<file path="src/rtl/uart_pkg.sv">
`default_nettype none
// ============================================================================
// Module      : uart_pkg
// Description : Register map, bit positions and CTRL layout for uart_host_if.
// Revision    : 1.0 - initial release
// ============================================================================
package uart_pkg;

    localparam logic [1:0] UART_DATA   = 2'd0;
    localparam logic [1:0] UART_CTRL   = 2'd1;
    localparam logic [1:0] UART_STATUS = 2'd2;
    localparam logic [1:0] UART_BAUD   = 2'd3;

    localparam int CTRL_UART_EN       = 0;
    localparam int CTRL_TX_EN         = 1;
    localparam int CTRL_RX_EN         = 2;
    localparam int CTRL_PARITY_ENABLE = 3;
    localparam int CTRL_PARITY        = 4;
    localparam int CTRL_STOP_BIT      = 5;

    localparam int STAT_TX_EMPTY  = 0;
    localparam int STAT_TX_FULL   = 1;
    localparam int STAT_RX_EMPTY  = 2;
    localparam int STAT_RX_FULL   = 3;
    localparam int STAT_TX_OVF    = 4;
    localparam int STAT_RX_OVR    = 5;
    localparam int STAT_PAR_ERR   = 6;
    localparam int STAT_FRM_ERR   = 7;
    localparam int STAT_BUSY      = 8;
    localparam int STAT_CNT_LSB   = 12;

    // Field order puts uart_en at bit 0 so the struct maps directly onto CTRL[5:0].
    typedef struct packed {
        logic stop_bit;
        logic parity;
        logic parity_enable;
        logic rx_en;
        logic tx_en;
        logic uart_en;
    } uart_ctrl_t;

    function automatic logic [3:0] sat_count4(input logic [31:0] cnt);
        return (cnt > 32'd15) ? 4'd15 : cnt[3:0];
    endfunction

endpackage
`default_nettype wire

</file>
<file path="src/rtl/uart_sync_fifo.sv">
`default_nettype none
// ============================================================================
// Module      : uart_sync_fifo
// Description : Single-clock FIFO with extra-MSB pointers and combinational head.
// Revision    : 1.0 - initial release
// ============================================================================
module uart_sync_fifo #(
    parameter int WIDTH = 8,
    parameter int DEPTH = 8
) (
    input  logic                     clock,
    input  logic                     reset,
    input  logic                     push,
    input  logic                     pop,
    input  logic [WIDTH-1:0]         din,
    output logic [WIDTH-1:0]         dout,
    output logic                     full,
    output logic                     empty,
    output logic [$clog2(DEPTH):0]   count
);

    localparam int c_AW = $clog2(DEPTH);

    logic [WIDTH-1:0] r_mem [DEPTH];
    logic [c_AW:0]    r_wptr;
    logic [c_AW:0]    r_rptr;
    logic             w_pop_ok;
    logic             w_push_ok;

    assign empty = (r_wptr == r_rptr);
    assign full  = (r_wptr[c_AW] != r_rptr[c_AW]) &&
                   (r_wptr[c_AW-1:0] == r_rptr[c_AW-1:0]);
    assign count = r_wptr - r_rptr;

    // A pop frees the slot a same-cycle push needs, so a full FIFO accepts both.
    assign w_pop_ok  = pop && !empty;
    assign w_push_ok = push && (!full || w_pop_ok);

    assign dout = empty ? '0 : r_mem[r_rptr[c_AW-1:0]];

    always_ff @(posedge clock) begin
        if (reset) begin
            r_wptr <= '0;
            r_rptr <= '0;
        end else begin
            if (w_push_ok) r_wptr <= r_wptr + (c_AW+1)'(1);
            if (w_pop_ok)  r_rptr <= r_rptr + (c_AW+1)'(1);
        end
    end

    always_ff @(posedge clock) begin
        if (w_push_ok) r_mem[r_wptr[c_AW-1:0]] <= din;
    end

endmodule
`default_nettype wire

</file>
<file path="src/rtl/uart_host_if.sv">
`default_nettype none
// ============================================================================
// Module      : uart_host_if
// Description : Host register file and TX/RX buffering in front of the UART core.
// Revision    : 1.0 - initial release
// ============================================================================
module uart_host_if
    import uart_pkg::*;
#(
    parameter int          FIFO_DEPTH = 8,
    parameter logic [15:0] DIV_RESET  = 16'd434
) (
    input  logic        clock,
    input  logic        reset,
    input  logic [1:0]  addr,
    input  logic        wr_en,
    input  logic        rd_en,
    input  logic [31:0] wdata,
    output logic [31:0] rdata,
    output logic        uart_en,
    output logic        tx_en,
    output logic        rx_en,
    output logic        parity_enable,
    output logic        parity,
    output logic        stop_bit,
    output logic [15:0] baud_div,
    input  logic        tx_fifo_rd_en,
    output logic [7:0]  tx_data,
    output logic        tx_fifo_empty,
    input  logic        rx_fifo_wr_en,
    input  logic [7:0]  rx_data,
    input  logic        receive_parity,
    output logic        rx_fifo_full,
    input  logic        status_reg_en,
    input  logic        stop_bit_error,
    input  logic        busy
);

    localparam int c_CNT_W = $clog2(FIFO_DEPTH) + 1;

    uart_ctrl_t         r_ctrl;
    logic [15:0]        r_baud;
    logic [3:0]         r_sticky;
    logic [31:0]        r_rdata;

    logic               w_host_rd;
    logic               w_tx_push;
    logic               w_tx_full;
    logic               w_rx_pop;
    logic               w_rx_empty;
    logic [7:0]         w_rx_head;
    logic [c_CNT_W-1:0] w_tx_count;
    logic [c_CNT_W-1:0] w_rx_count;
    logic [3:0]         w_set;
    logic [3:0]         w_clr;
    logic [31:0]        w_status;
    logic [31:0]        w_rdata_next;
    logic               w_unused;

    // A write strobe always wins over a simultaneous read strobe.
    assign w_host_rd = rd_en && !wr_en;
    assign w_tx_push = wr_en && (addr == UART_DATA);
    assign w_rx_pop  = w_host_rd && (addr == UART_DATA);

    uart_sync_fifo #(.WIDTH(8), .DEPTH(FIFO_DEPTH)) u_tx_fifo (
        .clock (clock),
        .reset (reset),
        .push  (w_tx_push),
        .pop   (tx_fifo_rd_en),
        .din   (wdata[7:0]),
        .dout  (tx_data),
        .full  (w_tx_full),
        .empty (tx_fifo_empty),
        .count (w_tx_count)
    );

    uart_sync_fifo #(.WIDTH(8), .DEPTH(FIFO_DEPTH)) u_rx_fifo (
        .clock (clock),
        .reset (reset),
        .push  (rx_fifo_wr_en),
        .pop   (w_rx_pop),
        .din   (rx_data),
        .dout  (w_rx_head),
        .full  (rx_fifo_full),
        .empty (w_rx_empty),
        .count (w_rx_count)
    );

    // A full FIFO is never empty, so a concurrent pop always makes room.
    assign w_set[0] = w_tx_push && w_tx_full && !tx_fifo_rd_en;
    assign w_set[1] = rx_fifo_wr_en && rx_fifo_full && !w_rx_pop;
    assign w_set[2] = rx_fifo_wr_en && r_ctrl.parity_enable &&
                      (receive_parity != ((^rx_data) ^ r_ctrl.parity));
    assign w_set[3] = status_reg_en && stop_bit_error;
    assign w_clr    = (wr_en && (addr == UART_STATUS)) ? wdata[7:4] : 4'b0000;

    assign w_status = {16'h0000, sat_count4(32'(w_rx_count)), 3'b000, busy,
                       r_sticky, rx_fifo_full, w_rx_empty, w_tx_full, tx_fifo_empty};

    always_comb begin
        w_rdata_next = r_rdata;
        if (w_host_rd) begin
            case (addr)
                UART_DATA:   w_rdata_next = {24'h000000, w_rx_head};
                UART_CTRL:   w_rdata_next = {26'h0, r_ctrl};
                UART_STATUS: w_rdata_next = w_status;
                UART_BAUD:   w_rdata_next = {16'h0000, r_baud};
                default:     w_rdata_next = r_rdata;
            endcase
        end
    end

    always_ff @(posedge clock) begin
        if (reset) begin
            r_ctrl   <= '0;
            r_baud   <= DIV_RESET;
            r_sticky <= '0;
            r_rdata  <= '0;
        end else begin
            r_rdata  <= w_rdata_next;
            r_sticky <= (r_sticky & ~w_clr) | w_set;
            if (wr_en && (addr == UART_CTRL))
                r_ctrl <= uart_ctrl_t'(wdata[5:0]);
            // A zero divisor would stall the baud generator, so clamp it to 1.
            if (wr_en && (addr == UART_BAUD))
                r_baud <= (wdata[15:0] == 16'd0) ? 16'd1 : wdata[15:0];
        end
    end

    assign rdata         = r_rdata;
    assign uart_en       = r_ctrl.uart_en;
    assign tx_en         = r_ctrl.tx_en;
    assign rx_en         = r_ctrl.rx_en;
    assign parity_enable = r_ctrl.parity_enable;
    assign parity        = r_ctrl.parity;
    assign stop_bit      = r_ctrl.stop_bit;
    assign baud_div      = r_baud;

    assign w_unused = &{1'b0, wdata[31:16], w_tx_count};

endmodule
`default_nettype wire

</file>
<file path="config.mk">
export PLATFORM = sky130hd
export DESIGN_NAME = uart_host_if
export DESIGN_NICKNAME = d
export VERILOG_FILES = /design/src/rtl/uart_pkg.sv /design/src/rtl/uart_sync_fifo.sv /design/src/rtl/uart_host_if.sv
export SDC_FILE = /design/constraint.sdc
export NUM_CORES = 1
export LEC_CHECK = 0
export CORE_MARGIN = 8
export CORE_UTILIZATION = 54
export CTS_CLUSTER_SIZE = 10
export DETAILED_ROUTE_END_ITERATION = 8
export PLACE_DENSITY = 0.79
export SYNTH_ARGS = -nofsm -noshare
export SYNTH_HDL_FRONTEND = slang
export SYNTH_SLANG_ARGS = --single-unit
</file>
<file path="constraint.sdc">
create_clock -name clock -period 3.6 [get_ports clock]
set_clock_uncertainty 0.05 [all_clocks]
set_input_delay 0.9 -clock clock [delete_from_list [all_inputs] [get_ports clock]]
set_output_delay 0.9 -clock clock [all_outputs]
set_load 0.05 [all_outputs]
</file>
==> results of run 1 <==
[cells by family (layout without fill, tap and decap cells)]
group                    after synthesis  count (layout)
AND/OR/NAND/NOR                      164             164
flip-flops                           192             192
XOR/XNOR                              26              26
AO/OA/AOI/OAI                         66              66
adder cells (fa/ha/maj)                8               8
other                                  1              16
multiplexers                          62              62
buffers and inverters                 55             150
[registers in the layout, summed over array words and instances (netlist names), named ones only]
name              flops
r_sticky              4
parity_enable         1
rx_en                 1
u_tx_fifo.r_rptr      4
u_rx_fifo.r_wptr      4
tx_en                 1
u_tx_fifo.r_wptr      4
baud_div             16
stop_bit              1
uart_en               1
rdata                16
u_tx_fifo.r_mem      64
u_rx_fifo.r_rptr      4
u_rx_fifo.r_mem      64
parity                1
[routing by layer]
layer	routed length, um	up-vias	global-route usage [%]
li1	-	2277	-
met1	7740	2503	25.5
met2	8790	193	31.7
met3	1370	29	6.09
met4	293	0	6.22
met5	0	-	0
[worst max-delay path by stage]
stage,startpoint,end,slack [ns]
2_1_floorplan,wr_en,u_rx_fifo.r_mem[0][0],0.77
3_3_place_gp,wr_en,u_rx_fifo.r_mem[5][5],0.46
3_5_place_dp,wr_en,u_rx_fifo.r_mem[5][5],0.41
4_1_cts,register,tx_data[1],0.12
5_1_grt,register,tx_data[1],0.04
6_report,u_rx_fifo.r_wptr[0],rx_fifo_full,0.17
[metrics by stage]
step	util [%]	area (um2)	hold slack, ns	total power, mW	cells
after floorplan	-	8020	0.394	2.83	589
after CTS	66.2	9580	0.431	4.81	868
final	66.2	9580	0.431	4.78	868
after global routing	66.2	9580	0.457	4.93	868
after detailed placement	62.3	9020	0.421	3.02	836
after global placement	62.3	9020	0.410	3.01	836
[power by group]
part	switching, mW	internal (mW)	total (mW)
Combinational	0.343	0.207	0.550
Sequential	0.0357	2.39	2.43
Clock	0.809	0.998	1.81
[synth_stat cells, drive strengths merged, types with 2 or more instances]
cell type,count,area share (%)
buf,32,2.6
nor2,59,2.8
inv,6,0.28
nor4,5,0.39
o21a,2,0.19
nor2b,7,0.55
and3,2,0.16
o21ai,13,0.96
ha,7,1.1
nand3b,7,0.66
mux2,12,1.7
dfxtp,64,16
mux2i,20,2.5
and2,3,0.24
xnor2,17,1.9
edfxtp,128,48
xor2,9,0.99
nand2b,6,0.47
a221o,4,0.50
nand2,53,2.5
nand3,5,0.31
clkbuf,17,0.80
mux4,30,8.5
a21oi,19,1.2
a211oi,7,0.66
o31ai,3,0.28
nor3,9,0.57
a22oi,11,1.0
a2111oi,2,0.22
[critical path, cell delays in order (launching register included)]
cell and delay (ns):
dfxtp_1 0.38, inv_1 0.08, ha_1 0.32, nand3_1 0.26
nor2_1 0.17, clkdlybuf4s50_1 0.83
[layout make-up]
| class | instances | area share [%] |
|---|---|---|
| flip-flops and latches | 192 | 53.5 |
| multi-input cells | 342 | 27.3 |
| repair buffers | 112 | 10.7 |
| clock buffers | 22 | 4.84 |
| well taps | 184 | 2.40 |
| clock inverters | 10 | 1.06 |
| inverters | 6 | 0.235 |
==> summary.txt, run 1 <==
Setup path
  – Worst r2r dst: u_rx_fifo.r_mem[5][5]
  – Critical Path End Type: output pin
  – Critical path startpoint category: register
  – Depth of the most critical reg-to-reg path: 4
  – Worst Path Required: 2.65 ns
  – Reg2Reg Setup Slack: 1.07 ns
  – Path type of the worst setup path: reg -> out
  – Reg2reg start: u_rx_fifo.r_wptr[1]
  – CP Data Arrival Time: 2.48 ns
  – CP Max Fanout: 8

Placed design
  – Post-place setup slack: 0.412 ns
  – Dpl hpwl: 12.6 mm
  – Buffers on Ports: 83
  – Gp weighted congestion: 0.837

Global routing
  – Initial antenna violation count: 0
  – First-pass GRT wire length: 28.0 mm
  – Vias in the first global route: 5127
  – Gr ovfl total: 0
  – Largest net degree at the start of global routing: 43
  – Total global-route track usage: 19.9%

Logic synthesis
  – Mux contribution to synthesized area: 12.7%
  – Post-Synth Simple-Gate Area: 9.52%
  – Post-synth design cell area: 0.00797 mm2
  – Ys async rst share: 0%
  – Synth warn: 0
  – Synth Area per Inst: 13.9 um2
  – Syn Inst Count: 574
  – Main flop type after synthesis: edfxtp_1
  – #FFs+latches synth: 192
  – Post-Synth Adder-Cell Area: 1.35%
  – Synth Area in Compound Gates: 5.56%
  – Sequential element share of the synthesized area: 64.3%
  – Xor and xnor area share after synthesis: 2.86%
  – Yosys cell types: 49
  – Largest family of logic cells by synthesized area: multiplexers
  – Post-synth EDFFs: 128

Layout
  – Final layout net count: 731
  – Commonest non-fill, non-tap cell in the layout: edfxtp_1
  – Filler cell count: 1029
  – P&R area growth vs syn: 20.3%
  – Most frequent cells in the layout: edfxtp_1, clkdlybuf4s50_1, dfxtp_1, nor2_1, nand2_1
  – Share of layout cells above drive strength 1: 16.5%
  – N_diodes: 0
  – Register Area: 0.00512 mm2
  – Multi-input gate area: 0.00261 mm2

STA
  – Unrepaired setup endpoints after global routing: no
  – Final WS setup: 0.174 ns
  – Setup-failing EPs final: 0
  – Final TNS setup: 0 ns
  – Worst slew pin tran: 0.899 ns
  – Final hold vios: 0
  – Fmax: 292 MHz
  – Slew headroom: 39.8%
  – Fin crit share: 95.2%
  – Minimum clock period: 3.43 ns
  – Slew Viols, Final: 0

Clock network
  – TritonCTS clock tree: built
  – Clk pin slew, worst setup/hold paths: 0.07 ns
  – Setup Fix Bufs, Post-CTS: 0
  – Hold Buf Count CTS: 0
  – Total CTS buffers: 17
  – PostCTS Resize Cnt: 0
  – Clk buf depth: 2
  – Clock Sinks: 192
  – Clock root cell: clkbuf_16
  – Worst skew pair latency: 0.43 ns
  – H-Tree Depth: 4

Hold path
  – Min-Delay Path Class: reg -> reg
  – Hold_sp: r_sticky[2]
  – Hold endpoint: r_sticky[2]
  – Hold path cells: 2

Route
  – Post-detailed-route wirelength per cell: 21.0 um
  – Initial DRC Count: 397
  – DRC Markers: 0
  – DRT Wirelength: 18.2 mm
  – Average vias per placed instance: 5.76
  – Post-DRT Antenna Nets: 0
  – DR vias: 5002
  – Router iterations before antenna repair: 5

Floorplanning
  – Initial core utilization: 55.0%
  – Cell Rows: 44
  – IO Count: 116
  – Core area: 0.0145 mm2
  – Die area: 0.0189 mm2
  – Die Y: 137 um
  – Die width: 137 um

Power
  – Peak supply drop: 0.389 mV
  – LEAKAGE: 3.27 nW
  – Power density cells: 499 mW/mm2

Status
  – Status: finished, final reports clean

Run
  – Max cap viols: 0
(Power assumes the default switching activity.)
==> run 2: changes to the inputs <==
--- a/config.mk
+++ b/config.mk
@@ -10,6 +10,7 @@
 export CTS_CLUSTER_SIZE = 10
 export DETAILED_ROUTE_END_ITERATION = 8
 export PLACE_DENSITY = 0.79
+export SLEW_MARGIN = 20
 export SYNTH_ARGS = -nofsm -noshare
 export SYNTH_HDL_FRONTEND = slang
 export SYNTH_SLANG_ARGS = --single-unit
==> results of run 2 <==
Final layout, timing and power as in run 1 (identical DEF).
